### config.mk
export PLATFORM = sky130hd
export DESIGN_NAME = adc_frame_ctrl
export DESIGN_NICKNAME = d
export VERILOG_FILES = /design/src/rtl/adc_frame_ctrl.sv
export SDC_FILE = /design/constraint.sdc
export NUM_CORES = 1
export LEC_CHECK = 0
export BUFFER_PORTS_ARGS = -buffer_cell sky130_fd_sc_hd__buf_2
export CAP_MARGIN = 20
export CORE_MARGIN = 3
export CORE_UTILIZATION = 30
export CTS_BUF_LIST = sky130_fd_sc_hd__clkbuf_16
export DETAILED_ROUTE_END_ITERATION = 10
export PLACE_DENSITY = 0.53
export SLEW_MARGIN = 20
export SYNTH_ARGS = -nofsm -noshare
export SYNTH_HDL_FRONTEND = slang
export SYNTH_SLANG_ARGS = --single-unit
### constraint.sdc
create_clock -name clk -period 2.45 [get_ports clk]
set_clock_uncertainty 0.1 [all_clocks]
set_input_delay 0.3675 -clock clk [delete_from_list [all_inputs] [get_ports clk]]
set_output_delay 0.3675 -clock clk [all_outputs]
set_load 0.005 [all_outputs]
### src/rtl/adc_frame_ctrl.sv
// rtl/adc_frame_ctrl.sv - triggered ADC frame capture into a show-ahead FIFO with HPS readout handoff
// Optional forced trigger after AUTO_TRIG_CYCLES search samples: define ADC_FRAME_AUTO_TRIG_EN.
module adc_frame_ctrl #(
  parameter int FIFO_WORDS    = 256,
  parameter int EXPONENT      = 8,
  parameter int PRETRIG_WORDS = 64
`ifdef ADC_FRAME_AUTO_TRIG_EN
  ,
  parameter int AUTO_TRIG_CYCLES = 4096
`endif
) (
  input  logic                clk,
  input  logic                reset_n,
  input  logic                adc_valid,
  input  logic [11:0]         adc_data,
  input  logic                trig_en,
  input  logic [11:0]         trig_level,
  input  logic                hps_rdrq,
  input  logic                hps_rd_strobe,
  input  logic [EXPONENT-1:0] fifo_usedw,
  input  logic                fifo_wrfull,
  input  logic                fifo_empty,
  output logic                fifo_wrreq,
  output logic [11:0]         fifo_data,
  output logic                fifo_rdreq,
  output logic                fifo_sclr,
  output logic [2:0]          adc_ctrl_state,
  output logic [EXPONENT-1:0] trig_pos,
`ifdef ADC_FRAME_AUTO_TRIG_EN
  output logic                auto_trig,
`endif
  output logic [15:0]         frame_count
);

  typedef enum logic [2:0] {
    ST_START    = 3'd0,
    ST_WRITE    = 3'd1,
    ST_MAKEROOM = 3'd2,
    ST_WAIT     = 3'd3,
    ST_DONE     = 3'd4,
    ST_READ     = 3'd5
  } state_t;

  localparam int LP_PRE = (PRETRIG_WORDS < FIFO_WORDS - 1) ? PRETRIG_WORDS : FIFO_WORDS - 2;
  localparam logic [EXPONENT-1:0] LP_PRE_W  = EXPONENT'(LP_PRE);
  localparam logic [EXPONENT-1:0] LP_PRE_M1 = EXPONENT'(LP_PRE - 1);

  state_t        r_state;
  state_t        w_next;
  logic [11:0]   r_prev_sample;
  logic          w_wr;
  logic          w_rd;
  logic          w_trig;
  logic          w_force;

`ifdef ADC_FRAME_AUTO_TRIG_EN
  logic [15:0]   r_auto_cnt;
  assign w_force = adc_valid && (r_auto_cnt == 16'(AUTO_TRIG_CYCLES - 1));
`else
  assign w_force = 1'b0;
`endif

  always_comb begin
    w_next = r_state;
    w_wr   = 1'b0;
    w_rd   = 1'b0;
    w_trig = 1'b0;
    case (r_state)
      ST_START: w_next = ST_WRITE;
      ST_WRITE: begin
        w_wr = adc_valid && (fifo_usedw < LP_PRE_W);
        // Look ahead on the write that completes the history so no sample is lost at the handover.
        if (fifo_usedw >= LP_PRE_W || (w_wr && fifo_usedw == LP_PRE_M1))
          w_next = ST_MAKEROOM;
      end
      ST_MAKEROOM: begin
        if (adc_valid) begin
          w_wr   = 1'b1;
          w_rd   = !fifo_empty;
          w_trig = !trig_en || (r_prev_sample < trig_level && adc_data >= trig_level) || w_force;
          if (w_trig)
            w_next = ST_WAIT;
        end
      end
      ST_WAIT: begin
        if (fifo_wrfull)
          w_next = ST_DONE;
        else
          w_wr = adc_valid;
      end
      ST_DONE: begin
        if (hps_rdrq)
          w_next = ST_READ;
      end
      ST_READ: begin
        w_rd = hps_rd_strobe && !fifo_empty;
        if (fifo_empty && !hps_rdrq)
          w_next = ST_START;
      end
      default: w_next = ST_START;
    endcase
  end

  assign fifo_wrreq     = w_wr && !fifo_wrfull;
  assign fifo_rdreq     = w_rd;
  assign fifo_data      = fifo_wrreq ? adc_data : 12'd0;
  assign fifo_sclr      = (r_state == ST_START);
  assign adc_ctrl_state = r_state;

  always_ff @(posedge clk) begin
    if (!reset_n) begin
      r_state       <= ST_START;
      r_prev_sample <= 12'hFFF;
      trig_pos      <= '0;
      frame_count   <= 16'd0;
    end else begin
      r_state <= w_next;
      if (r_state == ST_START)
        r_prev_sample <= 12'hFFF;
      else if (fifo_wrreq && (r_state == ST_WRITE || r_state == ST_MAKEROOM))
        r_prev_sample <= adc_data;
      if (r_state == ST_MAKEROOM && w_trig)
        trig_pos <= fifo_usedw;
      if (r_state == ST_WAIT && w_next == ST_DONE)
        frame_count <= frame_count + 16'd1;
    end
  end

`ifdef ADC_FRAME_AUTO_TRIG_EN
  always_ff @(posedge clk) begin
    if (!reset_n) begin
      r_auto_cnt <= 16'd0;
      auto_trig  <= 1'b0;
    end else begin
      if (r_state != ST_MAKEROOM)
        r_auto_cnt <= 16'd0;
      else if (adc_valid)
        r_auto_cnt <= r_auto_cnt + 16'd1;
      if (w_next == ST_START)
        auto_trig <= 1'b0;
      else if (r_state == ST_MAKEROOM && w_force)
        auto_trig <= 1'b1;
    end
  end
`endif

endmodule

# Yosys cells after proc, flatten, opt, wreduce, memory -nomap -nowiden
# Cells that the tools add are included.
word_totals:
  ff_bits: 39
  out_inout_bits: 42
classes:
  add_sub_neg: 1
  n_eq_ne: 7
  muxes: 15
  bitwise: 1
  magnitude_cmp: 4
  reduce_logical: 18
op_table:
  columns: ["operator", "count"]
  rows:
  - ["3-bit 2-to-1 mux", 6]
  - ["3-bit one-hot mux with 6 select lines", 1]
  - ["16-bit by 1-bit adder with 16-bit output (second input constant)", 1]
  - ["12-bit greater-or-equal comparator", 1]
  - ["12-bit < comparator", 1]
  - ["12-bit 2-to-1 mux", 1]
  - ["3-bit equality test (second input constant)", 3]
  - ["1-bit logical AND", 9]
  - ["8-bit by 6-bit equality test with 1-bit output (second input constant)", 1]
  - ["8-bit by 7-bit greater-or-equal comparator with 1-bit output (second input constant)", 1]
  - ["8-bit by 7-bit < comparator with 1-bit output (second input constant)", 1]
  - ["3-bit by 2-bit equality test with 1-bit output (second input constant)", 2]
  - ["1-bit 2-to-1 mux", 5]
  - ["1-bit zero test", 4]
  - ["3-bit by 1-bit equality test with 1-bit output (second input constant)", 1]
  - ["3-bit zero test", 1]
  - ["1-bit logical OR", 3]
  - ["1-bit one-hot mux with 3 select lines", 1]
  - ["1-bit one-hot mux with 2 select lines", 1]
  - ["2-bit OR reduction", 1]
  - ["1-bit inverter", 1]

# Logic depth before layout (Yosys ltp)
# Gate-level depths: netlist of the first run.
depth:
  word_depth: 8
  mapped_depth: 8
  ltp_nobuf: 8

# Least setup slack after synthesis of the first run
# No wires, ideal clock.
synth_path:
  path_type: "input to register"
  from: "in adc_data[0]"
  to: "reg trig_pos[0]"
  stages: 8
  setup_ps: 72
  path_buffers: 0
  t_required_ps: 2278
  t_arrival_ps: 1821
  path_slack_ps: 457
  path_cell_list: "inv_1 > ha_1 > nand2b_1 > a21oi_1 > o21ai_0 > a211o_1 > a21oi_4 > mux2i_1"
synth_between:
  elab_chain_len: 6
synth_rtl:
  columns: ["item", "line_no", "source"]
  rows:
  - ["from (decl)", "15", "input logic [11:0] adc_data,"]
  - ["12-bit greater-or-equal comparator", "80", "w_trig = !trig_en || (r_prev_sample < trig_level && adc_data >= trig_level) || w_force;"]
  - ["1-bit logical AND", "80", null]
  - ["1-bit logical OR", "80", null]
  - ["1-bit 2-to-1 mux", "77", "if (adc_valid) begin"]
  - ["1-bit 2-to-1 mux", "68", "case (r_state)"]
  - ["1-bit logical AND", "122", "if (r_state == ST_MAKEROOM && w_trig)"]
  - ["to (signal assigned)", "123", "trig_pos <= fifo_usedw;"]
  - ["to (decl)", "28", "output logic [EXPONENT-1:0] trig_pos,"]
# Every way passes these cells.
# A chain may end at the register's enable or synchronous reset.

# Worst setup path after layout of the first run
layout_path:
  from: "reg r_state[1], in the netlist adc_ctrl_state[1]"
  to: "out fifo_data[0]"
layout_between:
  elab_chain_len: 4
  elab_cells_between_ends: 6
layout_rtl:
  columns: ["item", "line_no", "source"]
  rows:
  - ["from (decl)", "48", "state_t r_state;"]
  - ["from (signal assigned)", "117", "r_state <= w_next;"]
  - ["3-bit by 2-bit equality test with 1-bit output / 3-bit by 1-bit equality test with 1-bit output (equally long branches)", "68", null]
  - ["1-bit one-hot mux with 3 select lines *", "68", null]
  - ["1-bit logical AND *", "104", "assign fifo_wrreq = w_wr && !fifo_wrfull;"]
  - ["12-bit 2-to-1 mux *", "106", "assign fifo_data = fifo_wrreq ? adc_data : 12'd0;"]
  - ["to (decl)", "24", "output logic [11:0] fifo_data,"]
# Mark *: on every way between the ends. The rest lies on a longest branch, timed or not.

==> impl_metrics.ini, run 1 <==
[run_status]
status = completed

[yosys]
synth_top_cell_by_area = dfxtp_1
synth_fp_nets = 343
synth_top_cell_area_share_pct = 33.7
synth_edf_count = 0
synth-async-reset-ratio_pct = 0
syn_area_sq_mm = 0.00232
avgSynthCellArea_sq_um = 8.31
synth-main-ff-cell = dfxtp_1
synthTopCellsByCount = nand2_1, dfxtp_1, nor2_1
yosysWarnings = 0
ys_ff_latch = 39
syn_inst = 279
ys_seq_area_share_pct = 33.7
synth.most_common_cell = nand2_1
synth.distinct_cells = 41
synth_area_leaders = dfxtp_1, ha_1, nand2_1

[final_layout]
nets = 424
layout-drive-gt1-share_pct = 27.4
regArea_sq_um = 781
final_core_util_pct = 40.2
multi_input_area_sq_mm = 0.00143
area_delta_synth_final_pct = 27.7
layout.cells.non_filler = 460
fillCellCount = 777
n_antenna_cell = 0

[detailed_routing]
viasPerCell = 4.63
drt_iter0_markers = 40
ant_nets = 0
drc = 0
wire_per_inst_um = 12.7
dr.pass1.iters = 4
vias = 2132
wl_mm = 5.83

[cts]
cts-hold-fix-buffers = 0
clkTransAtPathRegs_ns = 0.06
cts_buffer_depth = 2
postCtsSetupBuffers = 0
clock_sinks = 39
cts_resized = 0
clock_latency_ns = 0.28
root_buffer = clkbuf_16
cts_tree = done
cts-buffers-inserted = 5
htreeDepth = 2

[worst_setup_path]
worstSetupEndpointType = output pin
crit_start = adc_ctrl_state[1]
r2r_cells = 6
worstSetupStartpointType = register
cp-endpoint = fifo_data[0]
cp_data_arrival_time_ns = 1.73
critical_path_required_ns = 1.98
crit_type = reg -> out
r2r_end = trig_pos[0]
critPathMaxFanout = 15
rrSetupSlack_ns = 0.39
rr_startpoint = adc_ctrl_state[1]

[floorplan]
num_rows = 31
start_util_pct = 31.5
io_pins = 82
die_area_sq_mm = 0.00882
die_h_um = 93.9
core_sq_mm = 0.00737
die_w_um = 93.9

[placement]
gp_congestion = 0.689
hpwl_mm = 4.49
dpl.cell_count = 452
io_buffers = 81

[sta]
tightest_slew_ns = 0.486
setup_tns_ns = 0
max_freq_ghz = 0.455
setup_viol = 0
hold_slack_ns = 0.229
period_share_pct = 89.7
relSlewSlack_pct = 67.5
drv_slew = 0
rsz0062_at_grt = false
hold_viol = 0
period_minus_slack_ns = 2.20

[power_and_ir_drop]
power.leakage_nw = 1.52
power_density_mw_per_mm2 = 542
power_mw = 1.61
peakVddDrop_uv = 285

[run]
max_cap_viol_count = 0

[grt]
grt_max_degree = 19
grt_pass1_vias = 2031
antenna_found_initial = 0
grt_pass1_wl_mm = 9.45
grt.overflow.total = 0
grt_util_all_layers_pct = 13.5

[worst_hold_path]
min_path_type = in -> reg
critical path, cell delays in order, from the launching register on:
cell	delay [ns]
dfxtp_1	0.62
a21oi_1	0.10
nor4b_2	0.22
buf_4	0.25
and2_1	0.15
buf_2	0.10
cell families (layout without fill, tap and decap cells):
kind of cell	after synthesis	count (layout)	synth area share, %
mux	9	9	3.88
simple gates	135	135	29.6
xor+xnor	16	16	6.04
compound gates	31	31	9.22
flops	39	39	33.7
fa+ha+maj	24	24	12.9
buf+inv	25	107	4.69
per-stage QoR:
stage	area [sq um]	setup WS [ns]
global route	2960	0.0774
CTS	2960	0.243
detailed placement	2820	0.173
finish	2960	0.252
floorplan	2320	0.457
global placement	2820	0.182
area by class of cell:
class	count	share of cell area, %
Tap cell	99	4.18
Sequential cell	39	26.4
Inverter	14	1.77
Clock inverter	3	0.507
Clock buffer	5	4.22
Multi-Input combinational cell	215	48.3
Timing Repair Buffer	85	14.7
sequential cells by signal (all words and copies together), names as in the netlist:
name / flops
frame_count: 16
r_prev_sample: 12
trig_pos: 8
adc_ctrl_state: 3
cells in the final DEF, fill, tap and decap left out, types with 2 or more instances in the layout:
cell       Yosys  layout
a211o_1        3       3
a21o_1         2       2
a21oi_1       14      14
and2_1        14      14
and3_1         2       2
and4_1         4       4
buf_2          3      81
buf_4          1       4
clkbuf_16      0       5
clkinv_2       0       3
dfxtp_1       39      39
ha_1          24      24
inv_1         13      13
mux2i_1        9       9
nand2_1       49      49
nand2b_1       3       3
nand3_1       17      17
nand4_1        9       9
nor2_1        27      27
nor3_1         2       2
o21ai_0        3       3
xnor2_1        2       2
xor2_1        14      14
metal layers:
layer | GRT usage, % | wire length (um) | vias to the layer above
met3 | 3.61 | 391 | 8
li1 | - | - | 1117
met4 | 4.33 | 78 | 0
met2 | 21.2 | 2540 | 51
met1 | 18.0 | 2820 | 956
met5 | 0 | 0 | -
worst min path at each step:
| stage | start | end | depth (start not counted) |
|---|---|---|---|
| floorplan | r_prev_sample[4] | r_prev_sample[4] | 2 |
| global placement | trig_pos[3] | trig_pos[3] | 2 |
| detailed placement | trig_pos[5] | trig_pos[5] | 2 |
| CTS | adc_data[7] | r_prev_sample[7] | 3 |
| global route | adc_data[7] | r_prev_sample[7] | 3 |
| finish | adc_data[7] | r_prev_sample[7] | 3 |
power by group:
part / leakage, nW / total (mW) / switching [mW] / internal (mW)
registers: 0.315 / 0.686 / 0.0332 / 0.653
clock network: 0.0733 / 0.628 / 0.256 / 0.371
logic: 1.13 / 0.292 / 0.156 / 0.136
Note: power is estimated with default switching activity, not from simulation.
==> run 2: changes to the inputs <==
Settings changed: MAX_ROUTING_LAYER set to met4.
==> impl_metrics.ini, run 2 (synthesized netlist as in run 1, its figures left out) <==
[run_status]
status = completed

[floorplan]
num_rows = 31
die_h_um = 93.9
core_sq_mm = 0.00737
die_area_sq_mm = 0.00882
die_w_um = 93.9
start_util_pct = 31.5
io_pins = 82

[grt]
grt_use_met2_pct = 21.2
grt.overflow.total = 0
grt_pass1_wl_mm = 9.45
grt_pass1_vias = 2033
grt_use_met3_pct = 3.45
grt_max_degree = 19
antenna_found_initial = 0
grt_util_all_layers_pct = 13.9
met1_usage_pct = 18.0
busiest_layer = met2

[worst_setup_path]
rr_startpoint = adc_ctrl_state[1]
worstSetupEndpointType = output pin
worstSetupStartpointType = register
r2r_end = trig_pos[0]
path_buf_inv = 2
slowest_stage = dfxtp_1
crit_type = reg -> out
r2r_cells = 6
cp_top_family = flip-flops
critical_path_required_ns = 1.98
crit_chain = a21oi_1, nor4b_2, buf_4, and2_1, buf_2
critPathMaxFanout = 15
critPathMaxStageDelay_ns = 0.62
cp_data_arrival_time_ns = 1.73
rrSetupSlack_ns = 0.39

[power_and_ir_drop]
power_mw = 1.60
peakVddDrop_uv = 285
power.leakage_nw = 1.52
power_density_mw_per_mm2 = 542

[final_layout]
area_delta_synth_final_pct = 27.7
largestRegisters = frame_count x16, r_prev_sample x12, trig_pos x8
largest_reg_flops = 16
n_antenna_cell = 0
layout-drive-gt1-share_pct = 27.4
stdcell_area_sq_mm = 0.00296
final_core_util_pct = 40.2
final_common_cell = buf_2
fillCellCount = 777
regMostFlops = frame_count
nets = 424
layout_common_cells = buf_2, nand2_1, dfxtp_1, nor2_1, ha_1

[detailed_routing]
wl_mm = 5.83
wire_per_inst_um = 12.7
vias = 2120
drt_iter0_markers = 45
ant_nets = 0
viasPerCell = 4.61
drc = 0
dr.pass1.iters = 4

[worst_hold_path]
hp-start = adc_data[7]
min_to = r_prev_sample[7]
min_path_type = in -> reg
hold_depth = 3

[placement]
io_buffers = 81
dp_slack_ns = 0.173
gp_congestion = 0.696
hpwl_mm = 4.49
dpl_cell_area_sq_mm = 0.00282

[cts]
clock_sinks = 39
cts_resized = 0
cts_tree = done
cts_buffer_depth = 2
cts-buffers-inserted = 5
htreeDepth = 2
cts-hold-fix-buffers = 0
clock_latency_ns = 0.28
clkTransAtPathRegs_ns = 0.06
postCtsSetupBuffers = 0
root_buffer = clkbuf_16

[sta]
rsz0062_at_grt = false
max_freq_ghz = 0.455
tightest_slew_ns = 0.487
drv_slew = 0
setup_ws_ns = 0.252
period_share_pct = 89.7
relSlewSlack_pct = 67.4
hold_viol = 0
setup_viol = 0
period_minus_slack_ns = 2.20
setup_tns_ns = 0

[run]
max_cap_viol_count = 0
-- run 2: cell counts in the layout (fill, tap and decap cells not counted) --
Identical to the previous run, type by type.
-- run 2: how the worst max path moves through the flow --
stage	start	end	slack, ns	cells past startpoint
floorplan	adc_data[0]	trig_pos[0]	0.46	8
global route	adc_ctrl_state[1]	fifo_data[2]	0.08	5
CTS	adc_ctrl_state[1]	fifo_data[2]	0.24	5
detailed placement	adc_data[0]	trig_pos[0]	0.17	9
global placement	adc_data[0]	trig_pos[0]	0.18	9
finish	adc_ctrl_state[1]	fifo_data[0]	0.25	5
-- run 2: layer usage --
| metal | vias to the layer above | part of all wire (%) |
|---|---|---|
| li1 | 1117 | - |
| met2 | 51 | 44 |
| met3 | 8 | 6.5 |
| met1 | 944 | 49 |
| met5 | - | 0 |
| met4 | 0 | 1.3 |
-- run 2: cell type report --
| class | count | area (sq um) | share of cell area [%] |
|---|---|---|---|
| well taps | 99 | 124 | 4.18 |
| repair buffers | 85 | 435 | 14.7 |
| inverters | 14 | 52.6 | 1.77 |
| clock inverters | 3 | 15.0 | 0.507 |
| clock buffers | 5 | 125 | 4.22 |
| flip-flops and latches | 39 | 781 | 26.4 |
| multi-input cells | 215 | 1430 | 48.3 |
-- run 2: power by group --
group	switching (mW)	internal [mW]	leakage, nW
Combinational	0.156	0.136	1.13
Clock	0.255	0.371	0.0733
Sequential	0.0332	0.653	0.315
-- run 2: worst reg2reg max path, cell delays in order (launching register included) --
cell	delay, ns
dfxtp_1	0.62
nand4bb_4	0.18
a211o_1	0.31
nor4_2	0.23
o21a_2	0.23
a21oi_4	0.13
mux2i_1	0.15
-- run 2: metrics by stage --
stage	instances	hold slack [ns]
after floorplan	279	0.343
after global placement	452	0.345
after detailed placement	452	0.348
after CTS	460	0.228
after global routing	460	0.244
final	460	0.229
